<file path="src/rtl/layer2_frame_seq.sv">
// layer2_frame_seq: frame sequencer for the second convolution layer.
// Reads one IN_W x IN_H x 3 feature map from the layer-1 result memory in
// raster order, streams it into layer 2, then counts pooled-output strobes
// until the frame completes or the datapath goes quiet for TIMEOUT cycles.
//
// Ports:
//   clk, rst_n            clock, asynchronous active-low reset
//   start, abort, stall   frame start, synchronous abort, read back-pressure
//   busy, done            frame in progress, one-cycle end-of-frame pulse
//   err_timeout           sticky timeout flag, cleared by the next start
//   rd_en, rd_addr        memory read strobe and linear address y*IN_W + x
//   rd_data0..2           memory read data, sampled on the edge closing rd_en
//   l2_in0..2, l2_valid_in  pixel data and strobe to layer 2
//   l2_valid_out          pooled-output strobe from layer 2
//   out_cnt               pooled outputs seen in the current frame
module layer2_frame_seq #(
   parameter int unsigned IN_W      = 13,
   parameter int unsigned IN_H      = 13,
   parameter int unsigned OUT_COUNT = 36,
   parameter int unsigned ADDR_BITS = 8,
   parameter int unsigned TIMEOUT   = 255
) (
   input  logic                 clk,
   input  logic                 rst_n,
   input  logic                 start,
   input  logic                 abort,
   input  logic                 stall,
   output logic                 busy,
   output logic                 done,
   output logic                 err_timeout,
   output logic                 rd_en,
   output logic [ADDR_BITS-1:0] rd_addr,
   input  logic [11:0]          rd_data0,
   input  logic [11:0]          rd_data1,
   input  logic [11:0]          rd_data2,
   output logic [11:0]          l2_in0,
   output logic [11:0]          l2_in1,
   output logic [11:0]          l2_in2,
   output logic                 l2_valid_in,
   input  logic                 l2_valid_out,
   output logic [ADDR_BITS-1:0] out_cnt
);

   localparam int unsigned PIX_W     = 12;
   localparam int unsigned NPIX      = IN_W * IN_H;
   localparam int unsigned LAST_ADDR = NPIX - 1;
   localparam int unsigned IDLE_W    = $clog2(TIMEOUT + 1);

   typedef enum logic [1:0] {
      ST_IDLE   = 2'd0,
      ST_STREAM = 2'd1,
      ST_DRAIN  = 2'd2,
      ST_FINISH = 2'd3
   } state_e;

   state_e                 state_q, state_d;
   logic [ADDR_BITS-1:0]   issue_q, issue_d;     // next address to read
   logic                   rd_en_q, rd_en_d;
   logic [ADDR_BITS-1:0]   rd_addr_q, rd_addr_d;
   logic [ADDR_BITS-1:0]   out_cnt_q, out_cnt_d;
   logic [IDLE_W-1:0]      idle_q, idle_d;
   logic                   busy_q, busy_d;
   logic                   done_q, done_d;
   logic                   err_q, err_d;

   logic                   l2_vld_q;
   logic [PIX_W-1:0]       l2_in0_q, l2_in1_q, l2_in2_q;

   logic                   cnt_sat_c;
   logic                   cnt_full_c;
   logic [IDLE_W-1:0]      idle_inc_c;

   // Control state register
   always_ff @(posedge clk or negedge rst_n) begin
      if (!rst_n) begin
         state_q   <= ST_IDLE;
         issue_q   <= '0;
         rd_en_q   <= 1'b0;
         rd_addr_q <= '0;
         out_cnt_q <= '0;
         idle_q    <= '0;
         busy_q    <= 1'b0;
         done_q    <= 1'b0;
         err_q     <= 1'b0;
      end else begin
         state_q   <= state_d;
         issue_q   <= issue_d;
         rd_en_q   <= rd_en_d;
         rd_addr_q <= rd_addr_d;
         out_cnt_q <= out_cnt_d;
         idle_q    <= idle_d;
         busy_q    <= busy_d;
         done_q    <= done_d;
         err_q     <= err_d;
      end
   end

   // Next-state and registered-output logic
   always_comb begin
      state_d   = state_q;
      issue_d   = issue_q;
      rd_en_d   = 1'b0;
      rd_addr_d = rd_addr_q;
      out_cnt_d = out_cnt_q;
      idle_d    = idle_q;
      busy_d    = busy_q;
      done_d    = 1'b0;
      err_d     = err_q;

      // Pooled-output counter saturates; strobes in IDLE are ignored
      cnt_sat_c = (out_cnt_q == ADDR_BITS'(OUT_COUNT));
      if ((state_q != ST_IDLE) && l2_valid_out && !cnt_sat_c) begin
         out_cnt_d = out_cnt_q + ADDR_BITS'(1);
      end
      cnt_full_c = (out_cnt_d == ADDR_BITS'(OUT_COUNT));
      idle_inc_c = idle_q + IDLE_W'(1);

      case (state_q)
         ST_IDLE: begin
            if (start && !abort) begin
               state_d   = ST_STREAM;
               issue_d   = '0;
               rd_addr_d = '0;
               out_cnt_d = '0;
               idle_d    = '0;
               err_d     = 1'b0;
               busy_d    = 1'b1;
            end
         end
         ST_STREAM: begin
            // One read per unstalled cycle; the last one moves to DRAIN
            if (!stall) begin
               rd_en_d   = 1'b1;
               rd_addr_d = issue_q;
               issue_d   = issue_q + ADDR_BITS'(1);
               if (issue_q == ADDR_BITS'(LAST_ADDR)) begin
                  state_d = ST_DRAIN;
                  idle_d  = '0;
               end
            end
         end
         ST_DRAIN: begin
            // Completion wins over timeout when both land on one cycle
            if (cnt_full_c) begin
               state_d = ST_FINISH;
               done_d  = 1'b1;
            end else if (l2_valid_out) begin
               idle_d = '0;
            end else if (idle_inc_c == IDLE_W'(TIMEOUT)) begin
               state_d = ST_FINISH;
               done_d  = 1'b1;
               err_d   = 1'b1;
               idle_d  = idle_inc_c;
            end else begin
               idle_d = idle_inc_c;
            end
         end
         ST_FINISH: begin
            state_d = ST_IDLE;
            busy_d  = 1'b0;
         end
         default: begin
            state_d = ST_IDLE;
            busy_d  = 1'b0;
         end
      endcase

      // Abort overrides everything outside IDLE; err_timeout is left as is
      if (abort && (state_q != ST_IDLE)) begin
         state_d   = ST_IDLE;
         rd_en_d   = 1'b0;
         rd_addr_d = rd_addr_q;
         issue_d   = issue_q;
         busy_d    = 1'b0;
         done_d    = 1'b0;
      end
   end

   // Pixel path: a read in flight is always delivered, regardless of abort
   always_ff @(posedge clk or negedge rst_n) begin
      if (!rst_n) begin
         l2_vld_q <= 1'b0;
         l2_in0_q <= '0;
         l2_in1_q <= '0;
         l2_in2_q <= '0;
      end else begin
         l2_vld_q <= rd_en_q;
         if (rd_en_q) begin
            l2_in0_q <= rd_data0;
            l2_in1_q <= rd_data1;
            l2_in2_q <= rd_data2;
         end
      end
   end

   assign busy        = busy_q;
   assign done        = done_q;
   assign err_timeout = err_q;
   assign rd_en       = rd_en_q;
   assign rd_addr     = rd_addr_q;
   assign out_cnt     = out_cnt_q;
   assign l2_valid_in = l2_vld_q;
   assign l2_in0      = l2_in0_q;
   assign l2_in1      = l2_in1_q;
   assign l2_in2      = l2_in2_q;

endmodule

</file>
<file path="config.mk">
export PLATFORM = sky130hd
export DESIGN_NAME = layer2_frame_seq
export DESIGN_NICKNAME = d
export VERILOG_FILES = /design/src/rtl/layer2_frame_seq.sv
export SDC_FILE = /design/constraint.sdc
export NUM_CORES = 1
export LEC_CHECK = 0
export ABC_CLOCK_PERIOD_IN_PS = 5600
export CAP_MARGIN = 25
export CORE_MARGIN = 1.5
export CORE_UTILIZATION = 60
export DETAILED_ROUTE_END_ITERATION = 16
export DONT_BUFFER_PORTS = 1
export PLACE_DENSITY = 0.85
export RECOVER_POWER = 25
export SETUP_SLACK_MARGIN = 0.2
export SLEW_MARGIN = 10
export SYNTH_ARGS = -nofsm -noshare
export SYNTH_HDL_FRONTEND = slang
export SYNTH_SLANG_ARGS = --single-unit
</file>
<file path="constraint.sdc">
create_clock -name clk -period 5.6 [get_ports clk]
set_input_delay 0.84 -clock clk [delete_from_list [all_inputs] [get_ports clk]]
set_output_delay 0.84 -clock clk [all_outputs]
set_load 0.02 [all_outputs]
</file>
==> metrics.md, run 1 <==
| Metric | Value |
|---|---|
| CTS Hold Bufs | 0 |
| Detailed Routing Iterations Pass 1 | 4 |
| CP endpoint kind | register |
| Final ANT Viol Nets | 0 |
| Power per cell area | 522 mW/mm^2 |
| CP Max Fanout | 10 |
| Die extent in y | 80.5 um |
| Layout cells sized above 1 | 0.181 |
| Place WS | 2.98 ns |
| Vias per cell | 6.01 |
| Clk_skew | 0.00545 ns |
| Die extent in x | 80.5 um |
| Crit share post-route | 0.473 |
| Critical Path RT | 5.83 ns |
| R2R setup slack | 2.95 ns |
| Global-route wire length before repair | 10.5 mm |
| Final Hold Fails | 0 |
| Detailed placer's ending HPWL | 4.86 mm |
| #FFs+latches synth | 75 |
| Yosys top cell area share | 0.521 |
| Post-CTS Setup Bufs | 0 |
| CTS tree | built |
| Area contributors post-synth | dfrtp_1 (52%), mux2_2 (12%), nand2_1 (3.9%) |
| Async set or reset register ratio after synthesis | 1.00 |
| Routed WL per cell | 16.5 um |
| Outcome | finished, final reports clean |
| Fmax | 377 MHz |
| Via count | 2439 |
| Slew Limit Headroom | 0.462 |
| Fillers | 477 |
| Area of the multi-input gates | 0.00161 sq mm |
| CP Class | register to register |
| Leading area contributor after synthesis | dfrtp_1 |
| Clk_lat worst skew | 0.34 ns |
| CP Launch Type | register |
| Initial Util | 0.616 |
| Final Max Slew Viols | 0 |
| R2R depth | 9 |
| Worst-Margin Slew | 0.808 ns |
| Primary FF master, synth | dfrtp_1 |
| Maximum vdd drop | 0.000274 V |
| DR iter-0 viols | 112 |
| Synthesized area | 0.00360 sq mm |
| RSZ-0062 raised after global routing | no |
| Layout Cells excl Fill | 406 |
| Syn_area_per_cell | 11.0 sq um |
| Total power | 0.00201 W |
| Setup-failing EPs final | 0 |
| Max cap viols | 0 |
| Die area | 0.00648 sq mm |
| Arrival @ worst endpoint | 2.88 ns |
| Worst-path clk slew | 0.08 ns |
| Clock Sinks | 75 |
| Syn Inst Count | 328 |
| Cts repair resizes | 0 |
| Nets | 379 |
| Synth cell types | 51 |
| YS warnings | 0 |
| Core area | 0.00585 sq mm |
| Ant. Diodes | 0 |
| TNS Setup | 0 ns |
| Hold WC Path Type | input port to async pin |
| Post-synth EDFFs | 0 |
| Seq/Total Area, Yosys | 0.521 |
| GRT Total Usage | 0.215 |
| GRT overflow | 0 |
| Row Count | 28 |
| DRC | 0 |
| Area Overhead vs Synth | 6.84% |
| Syn nets | 381 |
| Final min period | 2.65 ns |
| H-tree depth | 3 |
| CTS buffer count | 9 |
| Post-route setup slack | 2.95 ns |
| Clk buf depth | 2 |
| GP Congestion | 0.870 |
| Cell count after placement | 390 |
| Io pins | 99 |
| End-of-flow core utilization | 0.658 |
| FF+latch area | 0.00188 sq mm |
| Vias in the first global route | 2250 |
| Largest net degree at the start of global routing | 76 |
| Static leakage | 1.63 nW |
| Number of buffer cells added on primary ports | 0 |
| Aggregate routed wire length | 6.70 mm |
| Initial antenna violation count | 0 |
| CTS Root Cell | clkbuf_8 |
[stage by stage]
stage                     hold WS [ns]  instance area [sq um]
after floorplan                  0.497                   3600
after global placement           0.521                   3640
after detailed placement         0.525                   3640
after CTS                        0.155                   3850
after global routing             0.156                   3850
final                            0.180                   3850
[report_power, final]
part           internal (W)  switching, W  leakage (nW)
combinational      0.000248      0.000276         0.568
sequential         0.000718      0.000339         0.961
clock              0.000213      0.000217        0.0988
total               0.00118      0.000832          1.63
[sequential cells by signal (all words and copies together) (netlist names)]
name	count
err_timeout	1
l2_in2	12
rd_en	1
l2_valid_in	1
l2_in0	12
busy	1
l2_in1	12
rd_addr	8
done	1
issue_q	8
out_cnt	8
state_q	2
idle_q	8
[cells in the mapped netlist (2+ instances only)]
cell and number:
a211oi_1 2, a21boi_0 2, a21oi_1 11, a22o_1 6, and2_1 2, and3_1 3, buf_1 2, clkbuf_1 10
dfrtp_1 75, ha_1 11, inv_1 13, mux2_2 37, mux2i_1 3, nand2_1 37, nand2b_1 4, nand3_1 7
nand3b_1 2, nand4_1 2, nand4b_1 3, nor2_1 20, nor2b_1 3, nor3_1 3, nor3b_1 2, nor4_1 3
o21ai_0 16, o2bb2ai_1 4, o31ai_1 6, o41ai_1 2, or2_2 4, or3_1 5, xnor2_1 5, xor2_1 4
[placed cells by master (no fill, tap or decap), drive strengths merged, types with 2 or more instances in the layout]
| master | netlist | layout |
|---|---|---|
| nand2b | 4 | 4 |
| nand3 | 7 | 7 |
| nor3 | 3 | 3 |
| or2 | 5 | 5 |
| a21oi | 11 | 11 |
| xnor2 | 5 | 5 |
| nor2 | 20 | 20 |
| clkbuf | 10 | 9 |
| nor4 | 3 | 3 |
| nand2 | 37 | 37 |
| o21ai | 16 | 16 |
| o41ai | 2 | 2 |
| or3 | 5 | 5 |
| nor2b | 3 | 3 |
| dfrtp | 75 | 75 |
| mux2 | 37 | 37 |
| mux2i | 3 | 3 |
| a22o | 6 | 6 |
| xor2 | 4 | 4 |
| o2bb2ai | 4 | 4 |
| o31ai | 6 | 6 |
| and3 | 4 | 4 |
| nor3b | 2 | 2 |
| clkinvlp | 0 | 2 |
| a21boi | 2 | 2 |
| a211oi | 2 | 2 |
| inv | 13 | 17 |
| nand3b | 2 | 2 |
| ha | 11 | 11 |
| and2 | 2 | 2 |
| nand4b | 3 | 3 |
| nand4 | 2 | 2 |
[final cells by class]
class,count,area share
clock buffers,9,0.0322
well taps,75,0.0244
repair buffers,1,0.00195
inverters,14,0.0137
clock inverters,7,0.0215
flip-flops and latches,75,0.488
multi-input cells,225,0.419
[logic make-up (layout without fill, tap and decap cells)]
logic type	after synthesis	in the layout	synth area share
flip-flops	75	75	0.521
AO/OA/AOI/OAI	61	61	0.118
multiplexers	40	40	0.124
AND/OR/NAND/NOR	104	104	0.145
adder cells (fa/ha/maj)	11	11	0.0382
XOR/XNOR	9	9	0.0219
buffers and inverters	28	31	0.0316
[routing by layer]
metal	vias to the layer above	track usage	wire (um)
li1	1170	-	-
met1	1141	0.268	2780
met2	116	0.345	3230
met3	12	0.0557	551
met4	0	0.107	140
met5	-	0	0
[worst paths after layout]
path | startpoint | end
setup / recovery | state_q[0] | idle_q[0]
min in group clk | issue_q[1] | issue_q[1]
max in group asynchronous | rst_n | l2_in2[6]
setup reg to reg | state_q[0] | idle_q[0]
hold / removal | rst_n | out_cnt[4]
hold reg to reg | issue_q[1] | issue_q[1]
[worst max-delay path, stage by stage (launching register included)]
cell	delay [ns]
dfrtp_1	0.44
inv_1	0.09
ha_1	0.30
nand2b_1	0.24
o41a_1	0.39
o21ai_0	0.17
and3_4	0.23
and2_1	0.28
nor3_1	0.12
mux2_2	0.27
No activity file was read; power rests on OpenSTA's default activity.
==> inputs of run 2 (changes only) <==
ABC_CLOCK_PERIOD_IN_PS = 2140   (was 5600)
CORE_UTILIZATION = 57   (was 60)
PLACE_DENSITY = 0.84   (was 0.85)
clock period = 2.14 ns   (was 5.6 ns; I/O delays follow)
==> run 2 against run 1 <==
The run now ends with hold timing, setup timing left. Non-clock buffer count increased by 48. Largest power group unchanged. Combinational power increased to 4.5 times the previous value. Count of clock-buffer cells in the layout is 1 higher. Worst hold slack got worse by 0.53 ns. Utilization is 7.8 points higher. Global-route usage increased by 2.9 points. First-iteration DRC count up 46%. Critical endpoint is now idle_q[7].
==> metrics.md, run 2 (synthesis gave the netlist of run 1 again) <==
| Metric | Value |
|---|---|
| Outcome | complete, but fails checks (was finished, final reports clean) |
| Violated checks | hold timing, setup timing |
| Aggregate routed wire length | 9.08 mm (was 6.70 mm) |
| End-of-flow core utilization | 0.736 (was 0.658) |
| Worst path top cell family by delay | simple AND/OR/NAND/NOR gates (unchanged) |
| Critical-path cell with the highest stage delay | dfrtp_1 (unchanged) |
| Arrival @ worst endpoint | 2.54 ns (was 2.88 ns) |
| Reg2reg start | issue_q[0] (was state_q[0]) |
| Clk_lat worst skew | 0.36 ns (was 0.34 ns) |
| Place WS | -0.0652 ns (was 2.98 ns) |
| Crit-path cells | inv_2 > ha_4 > nand4b_1 > o41ai_2 > nand3b_1 > or2_4 > or3_1 > o2bb2ai_1 > a221o_1 (was inv_1 > ha_1 > nand2b_1 > o41a_1 > o21ai_0 > and3_4 > and2_1 > nor3_1 > mux2_2) |
| Vias per cell | 6.27 (was 6.01) |
| Slew Limit Headroom | 0.673 (was 0.462) |
| GRT Total Usage | 0.244 (was 0.215) |
| Crit. Startpoint | issue_q[0] (was state_q[0]) |
| Via count | 2845 (was 2439) |
| DR iter-0 viols | 163 (was 112) |
| Layout cells sized above 1 | 0.369 (was 0.181) |
| Die area | 0.00681 sq mm (was 0.00648 sq mm) |
| Worst-Margin Slew | 0.490 ns (was 0.808 ns) |
| Core area | 0.00603 sq mm (was 0.00585 sq mm) |
| CP Launch Type | register (unchanged) |
| Vias in the first global route | 2718 (was 2250) |
| Critical Path RT | 2.43 ns (was 5.83 ns) |
| Maximum vdd drop | 0.000819 V (was 0.000274 V) |
| Hold slack final | -0.350 ns (was 0.180 ns) |
| CTS buffer count | 9 (unchanged) |
| DP Area | 0.00390 sq mm (was 0.00364 sq mm) |
| Row Count | 28 (unchanged) |
| Final Max Slew Viols | 0 (unchanged) |
| Critical path's largest stage delay | 0.39 ns (was 0.44 ns) |
| CP Max Fanout | 8 (was 10) |
| Hold WC Path Type | input port to async pin (unchanged) |
| Io pins | 99 (unchanged) |
| CP endpoint kind | register (unchanged) |
| Power per cell area | 1410 mW/mm^2 (was 522 mW/mm^2) |
| Initial Util | 0.598 (was 0.616) |
| Detailed placer's ending HPWL | 5.31 mm (was 4.86 mm) |
| Total power | 0.00624 W (was 0.00201 W) |
| Final ANT Viol Nets | 0 (unchanged) |
| Post-route setup slack | -0.115 ns (was 2.95 ns) |
| Fmax | 443 MHz (was 377 MHz) |
| Crit share post-route | 1.05 (was 0.473) |
| CTS Root Cell | clkbuf_8 (unchanged) |
| Post-route cell area | 0.00443 sq mm (was 0.00385 sq mm) |
| H-tree depth | 3 (unchanged) |
| Routed WL per cell | 20.0 um (was 16.5 um) |
| Final min period | 2.26 ns (was 2.65 ns) |
| Clk buf depth | 2 (unchanged) |
| Fillers | 369 (was 477) |
| CP Class | register to register (unchanged) |
| Die extent in x | 82.5 um (was 80.5 um) |
| GP Congestion | 0.923 (was 0.870) |
| Global-route wire length before repair | 12.5 mm (was 10.5 mm) |
| Layout Cells excl Fill | 454 (was 406) |
| Cell count after placement | 420 (was 390) |
| Max cap viols | 0 (unchanged) |
| CTS tree | built (unchanged) |
| Commonest non-fill, non-tap cell in the layout | dfrtp_1 (unchanged) |
| Clk_skew | 0.0129 ns (was 0.00545 ns) |
| CP bufs+invs | 1 (unchanged) |
| Initial antenna violation count | 0 (unchanged) |
| Worst-path clk slew | 0.09 ns (was 0.08 ns) |
| Detailed Routing Iterations Pass 1 | 5 (was 4) |
| Setup-failing EPs final | 10 (was 0) |
| Static leakage | 1.91 nW (was 1.63 nW) |
| Most frequent cells in the layout | dfrtp_1 (71), buf_4 (41), nand2_1 (37) (was dfrtp_1 (75), nand2_1 (37), mux2_2 (37)) |
| Number of buffer cells added on primary ports | 0 (unchanged) |
| Die extent in y | 82.5 um (was 80.5 um) |
| DRC | 0 (unchanged) |
| Clock Sinks | 75 (unchanged) |
| Area Overhead vs Synth | 23.1% (was 6.84%) |
| Final Hold Fails | 75 (was 0) |
| Nets | 427 (was 379) |
| RSZ-0062 raised after global routing | yes (was no) |
| Ant. Diodes | 0 (unchanged) |
| Largest net degree at the start of global routing | 76 (unchanged) |
| GRT overflow | 0 (unchanged) |
-- run 2: final timing paths --
check	end	slack, ns	cells past startpoint
hold reg to reg	rd_addr[1]	0.58	2
setup reg to reg	idle_q[7]	-0.12	9
setup / recovery	idle_q[7]	-0.12	9
max in group asynchronous	idle_q[1]	2.38	0
hold / removal	out_cnt[1]	-0.35	0
min in group clk	rd_en	0.03	1
-- run 2: timing repair --
item | 4_1_cts | 5_1_grt
cloned | 0 | 1
resized for setup | 24 | 21
pin swaps | 15 | 12
setup buffers | 10 | 7
hold endpoints to repair | 75 | 75
endpoints found under the setup margin | 15 | 16
-- run 2: through the flow --
stage | TNS [ns] | hold slack (ns)
floorplan | -1.12 | 0.0254
global placement | 0 | 0.0269
detailed placement | -0.239 | 0.0268
CTS | -0.0111 | -0.347
global route | -1.33 | -0.365
finish | -0.578 | -0.350
-- run 2: power by group --
part	internal, W	leakage, nW	total, W	switching [W]
combinational	0.00125	0.857	0.00238	0.00113
clock	0.000582	0.101	0.00116	0.000577
sequential	0.00188	0.955	0.00270	0.000816
total	0.00372	1.91	0.00624	0.00253
-- run 2: area by class of cell --
cell class,count,area (sq um),share of cell area
Clock buffer,10,138,0.0310
Multi-Input combinational cell,225,1770,0.400
Timing Repair Buffer,49,420,0.0948
Clock inverter,6,73.8,0.0166
Sequential cell,75,1880,0.424
Tap cell,75,93.8,0.0212
Inverter,14,52.6,0.0119
-- run 2: layer usage --
metal  wire length (um)  global-route usage  vias to the layer above
li1                   -                   -                     1257
met1               3470               0.286                     1391
met2               4660               0.428                      174
met3                734              0.0604                       23
met4                213              0.0933                        0
met5                  0                   0                        -
